## src/rtl/ex_pkg.sv

```systemverilog
// ex_pkg
// Shared definitions for the ID/EX issue stage: ALUOp encodings,
// RV32I opcode constants, the issue-entry record held by the skid
// buffer, and the skid-buffer state encoding.
// No ports (package).
package ex_pkg;

    localparam int EX_XLEN = 32;
    localparam int EX_RD_W = 5;

    localparam logic [3:0] ALU_AND  = 4'b0000;
    localparam logic [3:0] ALU_OR   = 4'b0001;
    localparam logic [3:0] ALU_ADD  = 4'b0010;
    localparam logic [3:0] ALU_XOR  = 4'b0011;
    localparam logic [3:0] ALU_SLL  = 4'b0100;
    localparam logic [3:0] ALU_SRL  = 4'b0101;
    localparam logic [3:0] ALU_SUB  = 4'b0110;
    localparam logic [3:0] ALU_SLT  = 4'b0111;
    localparam logic [3:0] ALU_SRA  = 4'b1000;
    localparam logic [3:0] ALU_SLTU = 4'b1001;

    localparam logic [6:0] OP_R      = 7'b0110011;
    localparam logic [6:0] OP_IMM    = 7'b0010011;
    localparam logic [6:0] OP_LOAD   = 7'b0000011;
    localparam logic [6:0] OP_STORE  = 7'b0100011;
    localparam logic [6:0] OP_BRANCH = 7'b1100011;
    localparam logic [6:0] OP_LUI    = 7'b0110111;

    typedef struct packed {
        logic [EX_XLEN-1:0] a;
        logic [EX_XLEN-1:0] b;
        logic [3:0]         aluOp;
        logic [EX_RD_W-1:0] rd;
        logic               regWrite;
        logic               illegal;
    } issue_entry_t;

    localparam int ISSUE_ENTRY_W = $bits(issue_entry_t);

    typedef enum logic [1:0] {
        SKID_EMPTY,
        SKID_ONE,
        SKID_FULL
    } skid_state_t;

    // Shared funct3 -> ALUOp map for R-type and I-ALU; alt picks the
    // SUB/SRA variant on the two funct3 values that have one.
    function automatic logic [3:0] f3ToAluOp(input logic [2:0] f3, input logic alt);
        logic [3:0] op;
        op = ALU_ADD;
        case (f3)
            3'b000: op = alt ? ALU_SUB : ALU_ADD;
            3'b001: op = ALU_SLL;
            3'b010: op = ALU_SLT;
            3'b011: op = ALU_SLTU;
            3'b100: op = ALU_XOR;
            3'b101: op = alt ? ALU_SRA : ALU_SRL;
            3'b110: op = ALU_OR;
            3'b111: op = ALU_AND;
            default: op = ALU_ADD;
        endcase
        return op;
    endfunction

endpackage

```

## src/rtl/ex_issue_stage_decode.sv

```systemverilog
// alu_op_decode
// Purely combinational decode of opcode/funct3/funct7[5] into the ALU
// control word and operand selects.
// Ports:
//   opcode, funct3, funct7_5 : instruction fields
//   aluOp                    : 4-bit ALU control
//   aZero                    : operand A is zero instead of rs1
//   bImm                     : operand B is the immediate instead of rs2
//   regWrite                 : instruction writes rd (before rd==0 masking)
//   illegal                  : unsupported opcode or funct combination
module alu_op_decode
    import ex_pkg::*;
(
    input  logic [6:0] opcode,
    input  logic [2:0] funct3,
    input  logic       funct7_5,
    output logic [3:0] aluOp,
    output logic       aZero,
    output logic       bImm,
    output logic       regWrite,
    output logic       illegal
);

    // Defaults describe the "unsupported instruction" shape (ADD of rs1
    // and imm, no writeback); each legal opcode overrides what differs.
    // An R-type with funct7[5] set on a funct3 that has no alternate
    // form falls back to that same illegal shape.
    always_comb begin
        aluOp    = ALU_ADD;
        aZero    = 1'b0;
        bImm     = 1'b1;
        regWrite = 1'b0;
        illegal  = 1'b0;
        case (opcode)
            OP_R: begin
                if (funct7_5 && (funct3 != 3'b000) && (funct3 != 3'b101)) begin
                    illegal = 1'b1;
                end else begin
                    aluOp    = f3ToAluOp(funct3, funct7_5);
                    bImm     = 1'b0;
                    regWrite = 1'b1;
                end
            end
            OP_IMM: begin
                aluOp    = f3ToAluOp(funct3, funct7_5 && (funct3 == 3'b101));
                regWrite = 1'b1;
            end
            OP_LOAD: begin
                regWrite = 1'b1;
            end
            OP_STORE: begin
                regWrite = 1'b0;
            end
            OP_BRANCH: begin
                aluOp = ALU_SUB;
                bImm  = 1'b0;
            end
            OP_LUI: begin
                aZero    = 1'b1;
                regWrite = 1'b1;
            end
            default: begin
                illegal = 1'b1;
            end
        endcase
    end

endmodule

```

## src/rtl/ex_issue_stage.sv

```systemverilog
// ex_issue_stage
// ID/EX stage in front of the ALU. Decodes the incoming instruction,
// selects operands and registers the result through a 2-entry skid
// buffer so that in_ready is a flop and EX stalls never reach ID
// combinationally.
// Ports:
//   clk, rst_n          : clock, synchronous active-low reset
//   flush               : drop every buffered entry and any same-cycle input
//   in_valid/in_ready   : upstream handshake (in_ready registered)
//   in_opcode..in_rd    : decoded instruction fields and operand values
//   out_valid/out_ready : downstream handshake to the ALU
//   out_A, out_B        : ALU operands
//   out_ALUOp           : ALU control
//   out_rd              : destination index
//   out_reg_write       : result writes rd (never for rd==0)
//   out_illegal         : unsupported opcode/funct
module ex_issue_stage
    import ex_pkg::*;
#(
    parameter int XLEN = 32,
    parameter int RD_W = 5
) (
    input  logic            clk,
    input  logic            rst_n,
    input  logic            flush,
    input  logic            in_valid,
    output logic            in_ready,
    input  logic [6:0]      in_opcode,
    input  logic [2:0]      in_funct3,
    input  logic            in_funct7_5,
    input  logic [XLEN-1:0] in_rs1_data,
    input  logic [XLEN-1:0] in_rs2_data,
    input  logic [XLEN-1:0] in_imm,
    input  logic [RD_W-1:0] in_rd,
    output logic            out_valid,
    input  logic            out_ready,
    output logic [XLEN-1:0] out_A,
    output logic [XLEN-1:0] out_B,
    output logic [3:0]      out_ALUOp,
    output logic [RD_W-1:0] out_rd,
    output logic            out_reg_write,
    output logic            out_illegal
);

    typedef struct packed {
        logic [XLEN-1:0] a;
        logic [XLEN-1:0] b;
        logic [3:0]      aluOp;
        logic [RD_W-1:0] rd;
        logic            regWrite;
        logic            illegal;
    } entry_t;

    skid_state_t state, nextState;
    entry_t      mainEntry, skidEntry, newEntry;
    logic        inReadyReg;
    logic        accept, consume;
    logic        loadMainNew, loadMainSkid, loadSkid;
    logic [3:0]  decAluOp;
    logic        decAZero, decBImm, decRegWrite, decIllegal;

    alu_op_decode uDecode (
        .opcode   (in_opcode),
        .funct3   (in_funct3),
        .funct7_5 (in_funct7_5),
        .aluOp    (decAluOp),
        .aZero    (decAZero),
        .bImm     (decBImm),
        .regWrite (decRegWrite),
        .illegal  (decIllegal)
    );

    assign accept    = in_valid && inReadyReg;
    assign consume   = out_valid && out_ready;
    assign in_ready  = inReadyReg;
    assign out_valid = (state != SKID_EMPTY);

    // Build the entry that would be captured this cycle; writes to x0
    // are suppressed here so EX never sees a reg_write for rd==0.
    always_comb begin
        newEntry          = '0;
        newEntry.a        = decAZero ? '0 : in_rs1_data;
        newEntry.b        = decBImm ? in_imm : in_rs2_data;
        newEntry.aluOp    = decAluOp;
        newEntry.rd       = in_rd;
        newEntry.regWrite = decRegWrite && (in_rd != '0);
        newEntry.illegal  = decIllegal;
    end

    // Skid-buffer control. Main always holds the oldest entry; skid only
    // fills when main is stalled and a new entry arrives. Flush wins over
    // accept and consume and simply empties the buffer.
    always_comb begin
        nextState    = state;
        loadMainNew  = 1'b0;
        loadMainSkid = 1'b0;
        loadSkid     = 1'b0;
        if (flush) begin
            nextState = SKID_EMPTY;
        end else begin
            case (state)
                SKID_EMPTY: begin
                    if (accept) begin
                        nextState   = SKID_ONE;
                        loadMainNew = 1'b1;
                    end
                end
                SKID_ONE: begin
                    if (accept && consume) begin
                        loadMainNew = 1'b1;
                    end else if (accept) begin
                        nextState = SKID_FULL;
                        loadSkid  = 1'b1;
                    end else if (consume) begin
                        nextState = SKID_EMPTY;
                    end
                end
                SKID_FULL: begin
                    if (consume) begin
                        nextState    = SKID_ONE;
                        loadMainSkid = 1'b1;
                    end
                end
                default: nextState = SKID_EMPTY;
            endcase
        end
    end

    // State register. in_ready is registered from the next state so it
    // is low exactly while the buffer is full.
    always_ff @(posedge clk) begin
        if (!rst_n) begin
            state      <= SKID_EMPTY;
            inReadyReg <= 1'b1;
        end else begin
            state      <= nextState;
            inReadyReg <= (nextState != SKID_FULL);
        end
    end

    // Entry storage. Main resets to an idle ADD so the ALU inputs are
    // defined out of reset; contents left behind by a flush are harmless
    // because out_valid is low.
    always_ff @(posedge clk) begin
        if (!rst_n) begin
            mainEntry       <= '0;
            mainEntry.aluOp <= ALU_ADD;
            skidEntry       <= '0;
        end else begin
            if (loadMainNew) begin
                mainEntry <= newEntry;
            end else if (loadMainSkid) begin
                mainEntry <= skidEntry;
            end
            if (loadSkid) begin
                skidEntry <= newEntry;
            end
        end
    end

    assign out_A         = mainEntry.a;
    assign out_B         = mainEntry.b;
    assign out_ALUOp     = mainEntry.aluOp;
    assign out_rd        = mainEntry.rd;
    assign out_reg_write = mainEntry.regWrite;
    assign out_illegal   = mainEntry.illegal;

endmodule

```

## config.mk

```make
export PLATFORM = sky130hd
export DESIGN_NAME = ex_issue_stage
export DESIGN_NICKNAME = d
export VERILOG_FILES = /design/src/rtl/ex_pkg.sv /design/src/rtl/ex_issue_stage_decode.sv /design/src/rtl/ex_issue_stage.sv
export SDC_FILE = /design/constraint.sdc
export NUM_CORES = 1
export LEC_CHECK = 0
export CORE_MARGIN = 1.5
export CORE_UTILIZATION = 43
export CTS_CLUSTER_DIAMETER = 60
export DETAILED_ROUTE_END_ITERATION = 8
export PLACE_DENSITY = 0.76
export RECOVER_POWER = 100
export SLEW_MARGIN = 0
export SYNTH_ARGS = -nofsm -noshare
export SYNTH_HDL_FRONTEND = slang
export SYNTH_SLANG_ARGS = --single-unit
export TNS_END_PERCENT = 1
```

## constraint.sdc

```tcl
create_clock -name clk -period 1.7 [get_ports clk]
set_input_delay 0.17 -clock clk [delete_from_list [all_inputs] [get_ports clk]]
set_output_delay 0.17 -clock clk [all_outputs]
set_load 0.1 [all_outputs]
```

==> results.tsv, run 1 <==
stage	metric	value	unit
grt	grt.met3_usage	5.04	%
sta	slew_viol_final	0	
clock_tree	cts_tree	built	
place	hpwlAfterDp	13200	um
finish	final_common_cell	dfxtp_1	
place	gp_congestion	0.795	
sta	fmax	616	MHz
finish	diodes	0	
sta	hold_viol_final	0	
clock_tree	hold_buffers	0	
critical_path	endpoint	out_A[7]	
yosys	synth_ff_type	dfxtp_1	
yosys	synth_async_sr_flop_share	0	%
sta	finalSetupTns	0	ps
power	seqPwrFrac	39.2	%
sta	max_slew_margin	60.9	%
critical_path	crit_path_end_kind	flop	
drt	drt-pass1-iter-count	7	
clock_tree	h-tree-depth	4	
run_status	outcome	finished clean	
drt	drcViolationCount	0	
sta	worstMarginPinSlew	589	ps
grt	use_met2	37.2	%
yosys	seq_area_frac_synth	44.6	%
yosys	ys_types	48	
sta	fin_crit_sh	95.5	%
power	ir_drop	0.697	mV
yosys	synthesis.nets	894	
place	placed_cells	1170	
finish	final_cell_mix	150 x dfxtp_1, 115 x clkdlybuf4s50_1, 83 x o21ai_0	
yosys	synth-edff-count	0	
yosys	synth_largest_area_cell	dfxtp_1	
critical_path	worstRegToRegCells	5	
yosys	synth_area	0.00687	mm^2
drt	wirelength	19500	um
yosys	synth_top_area_share	44.6	%
critical_path	startpoint	state[0]	
yosys	ys_ff_latch	153	
critical_path	cp.arrival	1920	ps
clock_tree	cts_root_buf	clkbuf_16	
grt	first_global_vias	6328	
sta	min_period	1620	ps
power	internal_power	6.75	mW
floorplan	pin_count	194	
yosys	synthTopCellsByArea	dfxtp_1 45%, a31oi_1 6.3%, o21ai_0 5.9%, mux2i_1 5.7%, a21oi_1 5.4%	
place	place_ws	-342	ps
yosys	synthCells	777	
sta	setup_viol	0	
job	max-cap-violations	0	
yosys	synth.avg_cell_area	8.84	um^2
critical_path	crit_type	flop to flop	
grt	use_met1	30.6	%
drt	vias_per_cell	5.62	
sta	setup_slack	76.7	ps
critical_path	reg2reg_to	out_A[7]	
critical_path	cp_max_fo	53	
power	power	9.74	mW
power	p_per_area	1010	mW/mm^2
finish	area_growth	39.9	%
power	switching_power	2.99	mW
hold_path	min_path_type	input pin to flop	
grt	grt_pass1_wl	31000	um
sta	timing.hold.ws	107	ps
grt	overflow	0	
grt	antenna_found_initial	0	
grt	grt_max_degree	65	
clock_tree	cts.clk_slew.worst_paths	60	ps
critical_path	r2r_slack	80	ps
drt	drt_iter0_markers	525	
clock_tree	post_cts_resize_count	0	
clock_tree	insertion_delay	420	ps
clock_tree	cts_buffer_depth	2	
floorplan	die-area	0.0167	mm^2
finish	final_nets	1090	
finish	final_cells	1202	
clock_tree	clock_sinks	153	
critical_path	r2r-start	state[0]	
power	switching_share	30.7	%
place	port_buffers	193	
power	combPwrFrac	20.1	%
critical_path	cp.required	2000	ps
floorplan	start_util	43.6	%
critical_path	startpoint_type	flop	
power	leakage	3.44	nW
drt	vias	6761	
drt	post_drt_wl_per_cell	16.2	um
floorplan	rows	46	
yosys	yosysWarnings	0	
clock_tree	cts_made_buffers	17	
floorplan	die_x	129	um
finish	drive_gt1_share	20.1	%
sta	finClkSkew	9.78	ps
drt	postRouteAntennaNets	0	
floorplan	die_h	129	um
finish	fillers	1408	
clock_tree	post_cts_buffers	0	
power	p_clk_share	40.7	%
sta	rsz0062_at_grt	no	
floorplan	core-area	0.0158	mm^2
grt	grt_util_all_layers	23.3	%
grt	busiest_layer	met2	
-- worst max-delay path, cell delays in order (launching register included) --
cell	delay, ps
dfxtp_2	340
nor2b_2	180
or3_2	510
buf_12	210
a21oi_1	180
a211oi_1	80
-- sequential cells by signal (all words and copies together), names as in the netlist --
signal,cells
skidEntry,75
out_reg_write,1
in_ready,1
out_rd,5
out_ALUOp,4
out_A,32
out_B,32
state,2
out_illegal,1
-- stage by stage --
stage	utilization (%)	area, um^2
2_1_floorplan	-	6880
5_1_grt	60.9	9610
4_1_cts	63.0	9930
3_5_place_dp	59.0	9300
3_3_place_gp	59.0	9300
6_report	60.9	9610
-- routing by layer --
| layer | routed length [um] | vias to the layer above |
|---|---|---|
| li1 | - | 3315 |
| met1 | 8920 | 3166 |
| met2 | 8960 | 247 |
| met3 | 1150 | 33 |
| met4 | 467 | 0 |
| met5 | 0 | - |
-- cells by family (layout without fill, tap and decap cells) --
group,count (synthesis),count (layout),share of synthesized area [%]
xor gates and xnor gates,1,1,0.128
AOI/OAI and AO/OA,303,303,26.9
buffers and inverters,86,295,6.81
and+or+nand+nor,185,185,14.3
DFF,153,153,44.6
muxes,49,49,7.32
-- worst min path at each step --
stage / from / endpoint / slack (ps) / cells past startpoint
after floorplan: out_ready / state[1] / 250 / 1
after global placement: skidEntry[3] / skidEntry[3] / 440 / 2
after detailed placement: skidEntry[3] / skidEntry[3] / 450 / 2
after CTS: rst_n / state[0] / 110 / 3
after global routing: rst_n / state[0] / 140 / 3
final: rst_n / state[0] / 110 / 3
-- cell type report --
cell class / instances / area [um^2] / area share [%]
Timing Repair Buffer: 258 / 2250 / 23.4
Inverter: 5 / 18.8 / 0.195
Multi-Input combinational cell: 538 / 3370 / 35.1
Clock buffer: 20 / 467 / 4.86
Sequential cell: 153 / 3070 / 31.9
Tap cell: 216 / 270 / 2.81
Clock inverter: 12 / 163 / 1.69
-- power groups by stage --
stage	Sequential, mW	Clock (mW)	Combinational, mW
6_report	3.81	3.97	1.96
5_1_grt	3.83	4.17	2.06
4_1_cts	3.82	4.02	2.07
3_5_place_dp	3.90	0	2.06
3_3_place_gp	3.90	0	2.05
2_1_floorplan	4.76	0	0.433
-- synth_stat cells, types with 3 or more instances --
| cell type | count |
|---|---|
| dfxtp_1 | 153 |
| o21ai_0 | 81 |
| a21oi_1 | 74 |
| nand3_1 | 71 |
| a31oi_1 | 69 |
| clkbuf_1 | 49 |
| nand2_1 | 47 |
| mux2i_1 | 39 |
| a211oi_1 | 38 |
| nand2b_1 | 31 |
| o311ai_0 | 28 |
| buf_2 | 15 |
| mux2_2 | 10 |
| nor2_1 | 8 |
| buf_12 | 5 |
| inv_1 | 5 |
| buf_1 | 4 |
| buf_6 | 4 |
| nor2b_1 | 4 |
| clkbuf_2 | 3 |
| nand3b_1 | 3 |
| nor3_1 | 3 |
| o211ai_1 | 3 |
(Power assumes the default switching activity.)
==> run 2, diff against run 1 <==
--- a/config.mk
+++ b/config.mk
@@ -8,6 +8,7 @@
 export CORE_MARGIN = 1.5
 export CORE_UTILIZATION = 43
 export CTS_CLUSTER_DIAMETER = 60
+export CTS_CLUSTER_SIZE = 20
 export DETAILED_ROUTE_END_ITERATION = 8
 export PLACE_DENSITY = 0.76
 export RECOVER_POWER = 100
==> results of run 2 <==
No change in the layout: final DEF, timing and power equal those of run 1.
